File: src/rtl/alu_pkg.sv
// alu_pkg: shared definitions for the multi-cycle ALU.
//   - opcode map (OP_ADD .. OP_ROR)
//   - FSM state encoding (state_t)
//   - is_illegal(): decode of the three unused opcodes
package alu_pkg;

  localparam logic [3:0] OP_ADD  = 4'b0001;
  localparam logic [3:0] OP_SUB  = 4'b0010;
  localparam logic [3:0] OP_MUL  = 4'b0011;
  localparam logic [3:0] OP_DIV  = 4'b0101;
  localparam logic [3:0] OP_AND  = 4'b0110;
  localparam logic [3:0] OP_OR   = 4'b0111;
  localparam logic [3:0] OP_NEG  = 4'b1000;
  localparam logic [3:0] OP_NOT  = 4'b1010;
  localparam logic [3:0] OP_SHRA = 4'b1011;
  localparam logic [3:0] OP_SHL  = 4'b1100;
  localparam logic [3:0] OP_SHR  = 4'b1101;
  localparam logic [3:0] OP_ROL  = 4'b1110;
  localparam logic [3:0] OP_ROR  = 4'b1111;

  typedef enum logic [1:0] {
    ST_IDLE = 2'd0,
    ST_EXEC = 2'd1,
    ST_ITER = 2'd2,
    ST_DONE = 2'd3
  } state_t;

  function automatic logic is_illegal(input logic [3:0] sel);
    return (sel == 4'b0000) || (sel == 4'b0100) || (sel == 4'b1001);
  endfunction

endpackage

File: src/rtl/alu_muldiv_iter.sv
// alu_muldiv_iter: unsigned iterative multiplier / restoring divider.
//   One WIDTH+1 bit adder and a {hi,lo} 2*WIDTH shift register are shared by
//   both operations; one bit is processed per cycle, WIDTH cycles per op.
// Ports:
//   clk, rst_n  clock, synchronous active-low reset (aborts a running op)
//   i_go        load operands and start (single-cycle pulse)
//   i_div       0 = multiply i_a*i_b, 1 = divide i_a/i_b
//   i_a, i_b    unsigned operands (multiplier/multiplicand, dividend/divisor)
//   o_rdy       high once the result is final, held until the next i_go
//   o_hi, o_lo  MUL: product {hi,lo};  DIV: hi = remainder, lo = quotient
module alu_muldiv_iter
  import alu_pkg::*;
#(
  parameter int WIDTH = 32
) (
  input  logic             clk,
  input  logic             rst_n,
  input  logic             i_go,
  input  logic             i_div,
  input  logic [WIDTH-1:0] i_a,
  input  logic [WIDTH-1:0] i_b,
  output logic             o_rdy,
  output logic [WIDTH-1:0] o_hi,
  output logic [WIDTH-1:0] o_lo
);

  localparam int CW = $clog2(WIDTH);

  logic [WIDTH-1:0] r_hi, r_lo, r_opnd;
  logic [CW-1:0]    r_cnt;
  logic             r_run, r_rdy, r_div;

  logic [WIDTH:0]   w_x, w_y;
  logic             w_cin;
  logic [WIDTH+1:0] w_sum;

  // Shared adder. MUL: hi + (lo[0] ? opnd : 0). DIV: {hi,lo[msb]} - opnd,
  // where the carry-out (bit WIDTH+1) set means "no borrow" -> quotient bit 1.
  always_comb begin
    if (r_div) begin
      w_x   = {r_hi, r_lo[WIDTH-1]};
      w_y   = ~{1'b0, r_opnd};
      w_cin = 1'b1;
    end else begin
      w_x   = {1'b0, r_hi};
      w_y   = r_lo[0] ? {1'b0, r_opnd} : '0;
      w_cin = 1'b0;
    end
    w_sum = {1'b0, w_x} + {1'b0, w_y} + {{(WIDTH+1){1'b0}}, w_cin};
  end

  always_ff @(posedge clk) begin
    if (!rst_n) begin
      r_hi   <= '0;
      r_lo   <= '0;
      r_opnd <= '0;
      r_cnt  <= '0;
      r_run  <= 1'b0;
      r_rdy  <= 1'b0;
      r_div  <= 1'b0;
    end else if (i_go) begin
      r_hi   <= '0;
      r_lo   <= i_a;
      r_opnd <= i_b;
      r_div  <= i_div;
      r_cnt  <= '0;
      r_run  <= 1'b1;
      r_rdy  <= 1'b0;
    end else if (r_run) begin
      if (r_div) begin
        if (w_sum[WIDTH+1]) begin
          r_hi <= w_sum[WIDTH-1:0];
          r_lo <= {r_lo[WIDTH-2:0], 1'b1};
        end else begin
          r_hi <= w_x[WIDTH-1:0];       // restore: keep the shifted remainder
          r_lo <= {r_lo[WIDTH-2:0], 1'b0};
        end
      end else begin
        r_hi <= w_sum[WIDTH:1];
        r_lo <= {w_sum[0], r_lo[WIDTH-1:1]};
      end
      r_cnt <= r_cnt + CW'(1);
      if (r_cnt == CW'(WIDTH - 1)) begin
        r_run <= 1'b0;
        r_rdy <= 1'b1;
      end
    end
  end

  assign o_rdy = r_rdy;
  assign o_hi  = r_hi;
  assign o_lo  = r_lo;

endmodule

File: src/rtl/alu_seq.sv
// alu_seq: multi-cycle signed ALU with start/busy/done handshake.
// Ports:
//   clk, rst_n          clock, synchronous active-low reset
//   start               request, accepted on a rising edge when busy=0
//   select, A, B        opcode and signed operands, captured at accept
//   Z                   {Hi,Lo} result, held until the next done
//   carry, overflow,
//   div_zero, illegal   status flags, valid with done, cleared at next accept
//   busy                high from the accept edge until the edge raising done
//   done                one-cycle pulse, Z and flags valid from this cycle
//   o_dbg_state         current FSM state (state_t encoding)
// Handshake: a request is taken on any rising edge where start=1 and busy=0
// (IDLE or DONE). While busy=1, start is ignored and nothing is queued;
// exactly one done pulse follows each accepted request unless reset intervenes.
module alu_seq
  import alu_pkg::*;
#(
  parameter int WIDTH = 32
) (
  input  logic               clk,
  input  logic               rst_n,
  input  logic               start,
  input  logic [3:0]         select,
  input  logic [WIDTH-1:0]   A,
  input  logic [WIDTH-1:0]   B,
  output logic [2*WIDTH-1:0] Z,
  output logic               carry,
  output logic               overflow,
  output logic               div_zero,
  output logic               illegal,
  output logic               busy,
  output logic               done,
  output logic [1:0]         o_dbg_state
);

  localparam int SHW = $clog2(WIDTH);
  localparam logic [WIDTH-1:0] MIN_VAL = {1'b1, {(WIDTH-1){1'b0}}};

  state_t             r_state, w_state_nxt;
  logic [WIDTH-1:0]   r_a, r_b;
  logic [3:0]         r_sel;
  logic [2*WIDTH-1:0] r_z;
  logic               r_carry, r_ovf, r_dz, r_ill;

  logic w_accept, w_go, w_iter_op, w_it_rdy;
  logic [WIDTH-1:0] w_mag_a, w_mag_b, w_it_hi, w_it_lo;

  // MUL and DIV by non-zero go through the iterator; DIV by zero is resolved
  // in one cycle.
  assign w_iter_op = (select == OP_MUL) || ((select == OP_DIV) && (B != '0));
  assign w_mag_a   = A[WIDTH-1] ? -A : A;
  assign w_mag_b   = B[WIDTH-1] ? -B : B;

  alu_muldiv_iter #(.WIDTH(WIDTH)) u_iter (
    .clk   (clk),
    .rst_n (rst_n),
    .i_go  (w_go),
    .i_div (select == OP_DIV),
    .i_a   (w_mag_a),
    .i_b   (w_mag_b),
    .o_rdy (w_it_rdy),
    .o_hi  (w_it_hi),
    .o_lo  (w_it_lo)
  );

  // ---------------- FSM ----------------
  always_ff @(posedge clk) begin
    if (!rst_n) r_state <= ST_IDLE;
    else        r_state <= w_state_nxt;
  end

  always_comb begin
    w_state_nxt = r_state;
    w_accept    = 1'b0;
    w_go        = 1'b0;
    unique case (r_state)
      ST_IDLE, ST_DONE: begin
        w_state_nxt = ST_IDLE;
        if (start) begin
          w_accept    = 1'b1;
          w_go        = w_iter_op;
          w_state_nxt = w_iter_op ? ST_ITER : ST_EXEC;
        end
      end
      ST_EXEC: w_state_nxt = ST_DONE;
      ST_ITER: if (w_it_rdy) w_state_nxt = ST_DONE;
      default: w_state_nxt = ST_IDLE;
    endcase
  end

  // ---------------- single-cycle datapath ----------------
  logic [SHW-1:0]   w_amt;
  logic [SHW:0]     w_ramt;
  logic [WIDTH:0]   w_add, w_sub;
  logic [WIDTH-1:0] w_e_lo, w_e_hi;
  logic             w_e_c, w_e_v, w_e_dz;

  assign w_amt  = r_b[SHW-1:0];
  // Complementary rotate amount; WIDTH-0 = WIDTH shifts everything out.
  assign w_ramt = (SHW+1)'(WIDTH) - {1'b0, w_amt};
  assign w_add  = {1'b0, r_a} + {1'b0, r_b};
  assign w_sub  = {1'b0, r_a} + {1'b0, ~r_b} + {{WIDTH{1'b0}}, 1'b1};

  always_comb begin
    w_e_lo = '0;
    w_e_hi = '0;
    w_e_c  = 1'b0;
    w_e_v  = 1'b0;
    w_e_dz = 1'b0;
    case (r_sel)
      OP_ADD: begin
        w_e_lo = w_add[WIDTH-1:0];
        w_e_c  = w_add[WIDTH];
        w_e_v  = (r_a[WIDTH-1] == r_b[WIDTH-1]) && (w_add[WIDTH-1] != r_a[WIDTH-1]);
      end
      OP_SUB: begin
        w_e_lo = w_sub[WIDTH-1:0];
        w_e_c  = w_sub[WIDTH];
        w_e_v  = (r_a[WIDTH-1] != r_b[WIDTH-1]) && (w_sub[WIDTH-1] != r_a[WIDTH-1]);
      end
      OP_DIV: begin                    // only reaches EXEC with B==0
        w_e_lo = '1;
        w_e_hi = r_a;
        w_e_dz = 1'b1;
      end
      OP_AND:  w_e_lo = r_a & r_b;
      OP_OR:   w_e_lo = r_a | r_b;
      OP_NEG: begin
        w_e_lo = -r_a;
        w_e_v  = (r_a == MIN_VAL);
      end
      OP_NOT:  w_e_lo = ~r_a;
      OP_SHL:  w_e_lo = r_a << w_amt;
      OP_SHR:  w_e_lo = r_a >> w_amt;
      OP_SHRA: w_e_lo = WIDTH'($signed(r_a) >>> w_amt);
      OP_ROL:  w_e_lo = (r_a << w_amt) | (r_a >> w_ramt);
      OP_ROR:  w_e_lo = (r_a >> w_amt) | (r_a << w_ramt);
      default: ;
    endcase
  end

  // ---------------- sign post-processing for MUL/DIV ----------------
  logic [2*WIDTH-1:0] w_prod, w_prod_s;
  logic [WIDTH-1:0]   w_quo_s, w_rem_s;
  logic               w_div_ovf;

  assign w_prod    = {w_it_hi, w_it_lo};
  assign w_prod_s  = (r_a[WIDTH-1] ^ r_b[WIDTH-1]) ? -w_prod : w_prod;
  assign w_quo_s   = (r_a[WIDTH-1] ^ r_b[WIDTH-1]) ? -w_it_lo : w_it_lo;
  assign w_rem_s   = r_a[WIDTH-1] ? -w_it_hi : w_it_hi;   // remainder follows A
  assign w_div_ovf = (r_a == MIN_VAL) && (r_b == '1);

  // ---------------- capture, result and flag registers ----------------
  always_ff @(posedge clk) begin
    if (!rst_n) begin
      r_a     <= '0;
      r_b     <= '0;
      r_sel   <= '0;
      r_z     <= '0;
      r_carry <= 1'b0;
      r_ovf   <= 1'b0;
      r_dz    <= 1'b0;
      r_ill   <= 1'b0;
    end else begin
      if (w_accept) begin
        r_a     <= A;
        r_b     <= B;
        r_sel   <= select;
        r_carry <= 1'b0;
        r_ovf   <= 1'b0;
        r_dz    <= 1'b0;
        r_ill   <= 1'b0;
      end
      if (r_state == ST_EXEC) begin
        if (is_illegal(r_sel)) begin
          r_ill <= 1'b1;                 // Z keeps the previous result
        end else begin
          r_z     <= {w_e_hi, w_e_lo};
          r_carry <= w_e_c;
          r_ovf   <= w_e_v;
          r_dz    <= w_e_dz;
        end
      end else if ((r_state == ST_ITER) && w_it_rdy) begin
        if (r_sel == OP_MUL) begin
          r_z <= w_prod_s;
        end else begin
          r_z   <= {w_rem_s, w_quo_s};
          r_ovf <= w_div_ovf;
        end
      end
    end
  end

  assign Z           = r_z;
  assign carry       = r_carry;
  assign overflow    = r_ovf;
  assign div_zero    = r_dz;
  assign illegal     = r_ill;
  assign busy        = (r_state == ST_EXEC) || (r_state == ST_ITER);
  assign done        = (r_state == ST_DONE);
  assign o_dbg_state = r_state;

endmodule

File: config.mk
export PLATFORM = sky130hd
export DESIGN_NAME = alu_seq
export DESIGN_NICKNAME = d
export VERILOG_FILES = /design/src/rtl/alu_pkg.sv /design/src/rtl/alu_muldiv_iter.sv /design/src/rtl/alu_seq.sv
export SDC_FILE = /design/constraint.sdc
export NUM_CORES = 2
export LEC_CHECK = 0
export BUFFER_PORTS_ARGS = -buffer_cell sky130_fd_sc_hd__buf_2
export CORE_ASPECT_RATIO = 0.5
export CORE_MARGIN = 2
export CORE_UTILIZATION = 50
export DETAILED_ROUTE_END_ITERATION = 10
export PLACE_DENSITY = 0.73
export SYNTH_ARGS = -nofsm -noshare
export SYNTH_HDL_FRONTEND = slang
export SYNTH_SLANG_ARGS = --single-unit
File: constraint.sdc
create_clock -name clk -period 9.6 [get_ports clk]
set_input_delay 0 -clock clk [delete_from_list [all_inputs] [get_ports clk]]
set_output_delay 0 -clock clk [all_outputs]
set_load 0.1 [all_outputs]
---- After elaboration in Yosys (flattened, before gate mapping) ----
Index checks and enable logic that the tools add are counted.
storage, ports and cells
  register bits after elaboration ......... 242
  latch bits .............................. 0
  memory bits (writable) .................. 0
  ROM bits ................................ 0
  bits of input ports ..................... 71
  output and inout port bits .............. 72
  memories ................................ 0
operators by class
  add/subtract/negate cells ............... 13
  multipliers ............................. 0
  divide/modulo/power cells ............... 0
  order comparisons ....................... 0
  equal/unequal tests ..................... 29
  shifts and indexed selects .............. 5
  muxes and demuxes ....................... 49
  bitwise operators ....................... 9
  reduce and logical (&&, ||, !) cells .... 18
operators with widths
  cell                                                                    count
  32-bit case mux with 12 select lines                                    1
  32-bit two-way mux                                                      11
  64-bit two-way mux                                                      5
  32-bit negation                                                         5
  32-bit bitwise OR                                                       3
  32-bit by 32-bit adder with 33-bit output                               2
  33-bit two-way mux                                                      2
  32-bit equality test (second input constant)                            2
  64-bit negation                                                         1
  32-bit inverter                                                         2
  33-bit by 33-bit adder with 34-bit output                               1
  34-bit by 1-bit adder with 34-bit output                                1
  33-bit by 1-bit adder with 33-bit output (second input constant)        1
  32-bit inverter with 33-bit output                                      1
  32-bit AND                                                              1
  4-bit equality test (second input constant)                             8
  32-bit nonzero test                                                     1
  32-bit by 5-bit left shift with 32-bit output                           1
  32-bit by 6-bit left shift with 32-bit output                           1
  32-bit by 5-bit right shift with 32-bit output                          1
  32-bit by 6-bit right shift with 32-bit output                          1
  32-bit by 5-bit >>> shifter with 32-bit output                          1
  1-bit two-way mux                                                       24
  4-bit by 3-bit equality test with 1-bit output (second input constant)  5
  24 further kinds                                                        41

---- Longest topological paths before layout ----
  word-level depth ........................ 8
  gate-level depth with buffers ........... 19
  mapped depth without buffers ............ 15

---- Modules after synthesis ----
Synthesis repeated with hierarchy kept, for this count alone.
second synthesis, totals
  cells, all modules ...................... 4,138
  area, all modules ....................... 30,624.4 um^2
by module, submodules not included
  module           instances  cells an instance  area each (um^2)
  alu_seq          1          3,221              23,130.9
  alu_muldiv_iter  1          917                7,493.4

---- Least setup slack after synthesis ----
OpenSTA, ideal clock, no wires.
  path type ............................... reg2reg
  start point ............................. register r_b[0]
  end point ............................... register r_z[22], in the netlist Z[22]
  data arrival time ....................... 4.181 ns
  data required time ...................... 9.484 ns
  path slack .............................. 5.302 ns
  cell stages (with the launch flop) ...... 17
  buffers on the path ..................... 7
  period minus slack after synthesis ...... 4.298 ns
  path through ............................ dfxtp_1 > buf_4 > buf_2 > inv_1 > buf_2 > buf_1 > ha_1 > clkbuf_1 > buf_2 > buf_2 > mux4_2 > mux2i_1 > o221ai_1 > a211o_1 > a311oi_1 > mux2i_1 > a41o_1
between the ends
  word-level cells in the longest chain between the ends .. 6
  elaborated cells on any way between the ends .. 15
RTL lines
  what                                                                            line                            source
  from (decl)                                                                     alu_seq.sv:40                   logic [WIDTH-1:0] r_a, r_b;
  from (signal assigned)                                                          alu_seq.sv:157                  r_b <= '0;
  from (signal assigned)                                                          alu_seq.sv:167                  r_b <= B;
  32-bit inverter or 6-bit by 5-bit subtractor with 6-bit output (tied branches)  alu_seq.sv:102, alu_seq.sv:100
  32-bit by 32-bit adder with 33-bit output (tied with other cells)               alu_seq.sv:102                  assign w_sub = {1'b0, r_a} + {1'b0, ~r_b} + {{WIDTH{1'b0}}, 1'b1};
  33-bit by 1-bit adder with 33-bit output (tied with other cells)                alu_seq.sv:102
  32-bit case mux with 12 select lines (*)                                        alu_seq.sv:110                  case (r_sel)
  64-bit two-way mux (*)                                                          alu_seq.sv:175                  if (is_illegal(r_sel)) begin
  64-bit two-way mux (*)                                                          alu_seq.sv:174                  if (r_state == ST_EXEC) begin
  to (signal assigned)                                                            alu_seq.sv:178                  r_z <= {w_e_hi, w_e_lo};
  to (signal assigned)                                                            alu_seq.sv:185                  r_z <= w_prod_s;
  to (signal assigned)                                                            alu_seq.sv:187                  r_z <= {w_rem_s, w_quo_s};
  to (decl)                                                                       alu_seq.sv:42                   logic [2*WIDTH-1:0] r_z;
Mark *: on every way between the ends. The rest lies on a longest branch, timed or not. The select of a mux whose other input is x is not followed.
A chain may end at the register's enable or synchronous reset.

---- Worst setup path after layout ----
  start point ............................. register r_b[0]
  end point ............................... register r_z[23], in the netlist Z[23]
The elaborated chain is that of the path after synthesis.

==> run summary <==
Top FF cell, synth: dfxtp_1
Clock transition at path regs: 0.07 ns
CP Capture Type: flip-flop
final hold violations: 0
die footprint: 0.0619 sq mm
Combinational Power Share: 69.0%
FF-to-FF setup slack: 4.19 ns
Arr. time, crit path: 5.84 ns
startpoint of the worst hold path: rst_n
slowest stage delay, CP: 1.03 ns
Synth async-reset ratio: 0%
share of layout cells above drive strength 1: 13.0%
Seq pwr share: 17.0%
io pins: 143
vias in the first global route: 33600
std cell rows: 63
FF/Latch Area: 0.00487 sq mm
Chip Width: 350 um
CP max-delay cell: o41ai_1
syn avg cell area: 7.27 sq um
Clock power frac: 14.0%
Clock Skew: 0.0214 ns
synth warn: 0
fillcell total: 5645
Pre-antenna DRT Iters: 10
Max-Cap Viols: 0
Crit path max-delay family: compound AO/OA/AOI/OAI gates
Hold Path Class: input pin to flip-flop
core area: 0.0592 sq mm
area of the multi-input gates: 0.0231 sq mm
status: complete, no violations
Cell Pwr Density: 258 mW/mm^2
# nets final: 4291
via/cell ratio: 7.42
post-route setup slack: 4.19 ns
worst IR drop on VDD: 0.000167 V
Reg-to-Reg End: Z[23]
count of flip-flops with a built-in enable after synthesis: 0
worst r2r path cells: 11
Fmax: 185 MHz
Area Overhead vs Synth: 9.07%
CTS tree: built
number of synthesized register bits: 242
post-route cell area: 0.0326 sq mm
Detail Placement HPWL: 118000 um
Period minus WS final: 5.41 ns
Die Ht: 177 um
worst slack at placement: 4.48 ns
Switching Share: 58.4%
final period utilization: 56.3%
Residual DRC: 0
initial antenna violation count: 15
count of pins over their slew limit: 0
largest net degree at the start of global routing: 105
startpoint types: flip-flop
CTS-repair resized insts: 0
switching pwr: 4.93 mW
worst-margin pin slew: 1.41 ns
vias after detailed routing: 36400
setup tns final: 0 ns
P_int: 3.50 mW
crit-path cells: buf_4, ha_1, nor2_1, o311a_1, o21a_1, a41oi_1, o21ai_0, and3_1, o32a_1, o41ai_1, a21oi_1
Cells after Synth: 4117
first-pass GRT wire length: 238000 um
maximum clock insertion buffer count: 3
drt wl/cell: 34.2 um
global route overflow: 0
GR Util All Layers: 52.6%
Critical Path RT: 10.03 ns
CP Max Fanout: 52
clk_lat worst skew: 0.60 ns
Initial Util: 50.5%
FF-to-FF Start: r_b[0]
Max-slew headroom: 5.96%
Post-Route WL: 168000 um
Routed Antenna Nets: 0
cts bufs inserted: 27
Synth Cell Area: 0.0299 sq mm
synth unique cells: 100
CTS Sinks: 242
H-tree level count: 1
Leakage: 12.4 nW
final setup fails: 0
Starting DRT DRC Count: 6277
RSZ-0062 raised after global routing: no
CP Buf/Inv Count: 1
Buffers on Ports: 142
syn nets: 4343
GPL Wtd Cong: 1.13
sequential share of the synthesized area: 16.2%
worst hold endpoint: u_iter.r_opnd[1]
Hold Path Cell Cnt: 3
Root Buffer: clkbuf_16
placed inst area: 0.0309 sq mm
WS Path Type: flip-flop to flip-flop
synth_stat cells (all sizes together), types with 18 or more instances:
| cell type | count | area, sq um |
|---|---|---|
| o41ai | 30 | 285 |
| nand4 | 35 | 225 |
| o211ai | 69 | 518 |
| o22ai | 40 | 250 |
| nand2 | 483 | 1820 |
| buf | 88 | 440 |
| inv | 116 | 435 |
| or4 | 26 | 206 |
| a21oi | 364 | 1820 |
| nor4 | 32 | 231 |
| nand3 | 92 | 460 |
| ha | 151 | 1890 |
| dfxtp | 242 | 4840 |
| mux4 | 100 | 2250 |
| a21o | 45 | 338 |
| nor3 | 96 | 485 |
| a221oi | 21 | 184 |
| mux2 | 50 | 563 |
| o31ai | 56 | 468 |
| a31oi | 56 | 350 |
| xor2 | 89 | 780 |
| and3 | 19 | 119 |
| a2111oi | 18 | 158 |
| xnor2 | 98 | 858 |
| and2 | 19 | 119 |
| nor2b | 37 | 239 |
| o21ai | 337 | 1690 |
| or3 | 30 | 198 |
| a211oi | 83 | 628 |
| o221ai | 26 | 228 |
| a22oi | 29 | 218 |
| clkbuf | 303 | 1140 |
| or2 | 19 | 119 |
| nor2 | 394 | 1490 |
| mux2i | 149 | 1490 |
| nand2b | 43 | 269 |
power by group through the flow:
stage | sequential [mW] | combinational [mW] | clock [mW]
5_1_grt | 1.43 | 5.99 | 1.20
3_3_place_gp | 1.42 | 5.40 | 0
6_report | 1.43 | 5.82 | 1.18
3_5_place_dp | 1.43 | 5.43 | 0
2_1_floorplan | 1.76 | 3.31 | 0
4_1_cts | 1.41 | 5.48 | 1.17
per-layer routing:
layer / GRT usage (%) / share of wire [%]
met2: 73.6 / 39
met5: 0.549 / 0.063
met1: 63.2 / 36
met3: 23.5 / 16
met4: 38.9 / 9.0
kinds of logic (layout without fill, tap and decap cells):
| logic type | count (synthesis) | count (layout) | share of synthesized area, % |
|---|---|---|---|
| flops | 242 | 242 | 16.2 |
| other cells | 0 | 7 | 0 |
| simple gates | 1359 | 1359 | 21.0 |
| fa+ha+maj | 155 | 155 | 6.58 |
| buf+inv | 511 | 480 | 6.78 |
| compound gates | 1364 | 1364 | 29.6 |
| mux | 299 | 299 | 14.4 |
| xor+xnor | 187 | 187 | 5.47 |
state kept, by name (all words and copies together), names as in the netlist:
| signal | flops |
|---|---|
| Z | 64 |
| carry | 1 |
| div_zero | 1 |
| illegal | 1 |
| o_dbg_state | 2 |
| overflow | 1 |
| r_a | 32 |
| r_b | 32 |
| r_sel | 4 |
| u_iter.o_hi | 32 |
| u_iter.o_lo | 32 |
| u_iter.o_rdy | 1 |
| u_iter.r_cnt | 5 |
| u_iter.r_div | 1 |
| u_iter.r_opnd | 32 |
| u_iter.r_run | 1 |
tightest hold or removal path, cell delays in order:
cell and delay (ns):
buf_2 0.09, buf_4 0.28, o211a_1 0.21
final cells by class:
type | count | area share, %
inverters | 120 | 1.39
diodes | 7 | 0.0537
flip-flops and latches | 242 | 14.9
repair buffers | 310 | 6.61
multi-input cells | 3364 | 70.9
clock inverters | 12 | 0.521
well taps | 812 | 3.11
clock buffers | 38 | 2.48
per-stage QoR:
step	cells	power (mW)	util [%]	hold slack (ns)
3_5_place_dp	4779	6.86	52.3	0.285
4_1_cts	4898	8.05	55.1	0.0657
2_1_floorplan	4117	5.07	-	0.136
3_3_place_gp	4779	6.82	52.3	0.277
5_1_grt	4900	8.62	55.1	0.0679
6_report	4905	8.43	55.1	0.0502
cells in the final DEF (no fill, tap or decap), types with 69 or more instances in the layout:
| cell | instances |
|---|---|
| a211oi_1 | 82 |
| nor2_1 | 387 |
| inv_1 | 114 |
| o211ai_1 | 69 |
| o21ai_0 | 335 |
| buf_2 | 142 |
| mux4_2 | 100 |
| mux2i_1 | 149 |
| a21oi_1 | 364 |
| nand2_1 | 481 |
| nor3_1 | 93 |
| xor2_1 | 88 |
| xnor2_1 | 97 |
| dlygate4sd3_1 | 69 |
| ha_1 | 149 |
| buf_4 | 98 |
| nand3_1 | 92 |
| dfxtp_1 | 233 |
worst max path at each step:
stage	start	to	slack (ns)	cells after the start
after floorplan	r_b[0]	Z[22]	5.30	16
after global placement	r_b[0]	Z[22]	4.43	11
after detailed placement	r_b[0]	Z[22]	4.48	11
after CTS	r_b[0]	Z[22]	4.48	11
after global routing	r_b[0]	Z[23]	4.21	11
final	r_b[0]	Z[23]	4.19	11
timing repair:
| item | CTS | global route |
|---|---|---|
| setup buffers | 0 | 0 |
| endpoints found under the hold margin | 135 | 0 |
| endpoints found under the setup margin | 0 | 0 |
| hold buffers | 69 | 0 |
Power figures use the tool's default switching activity.
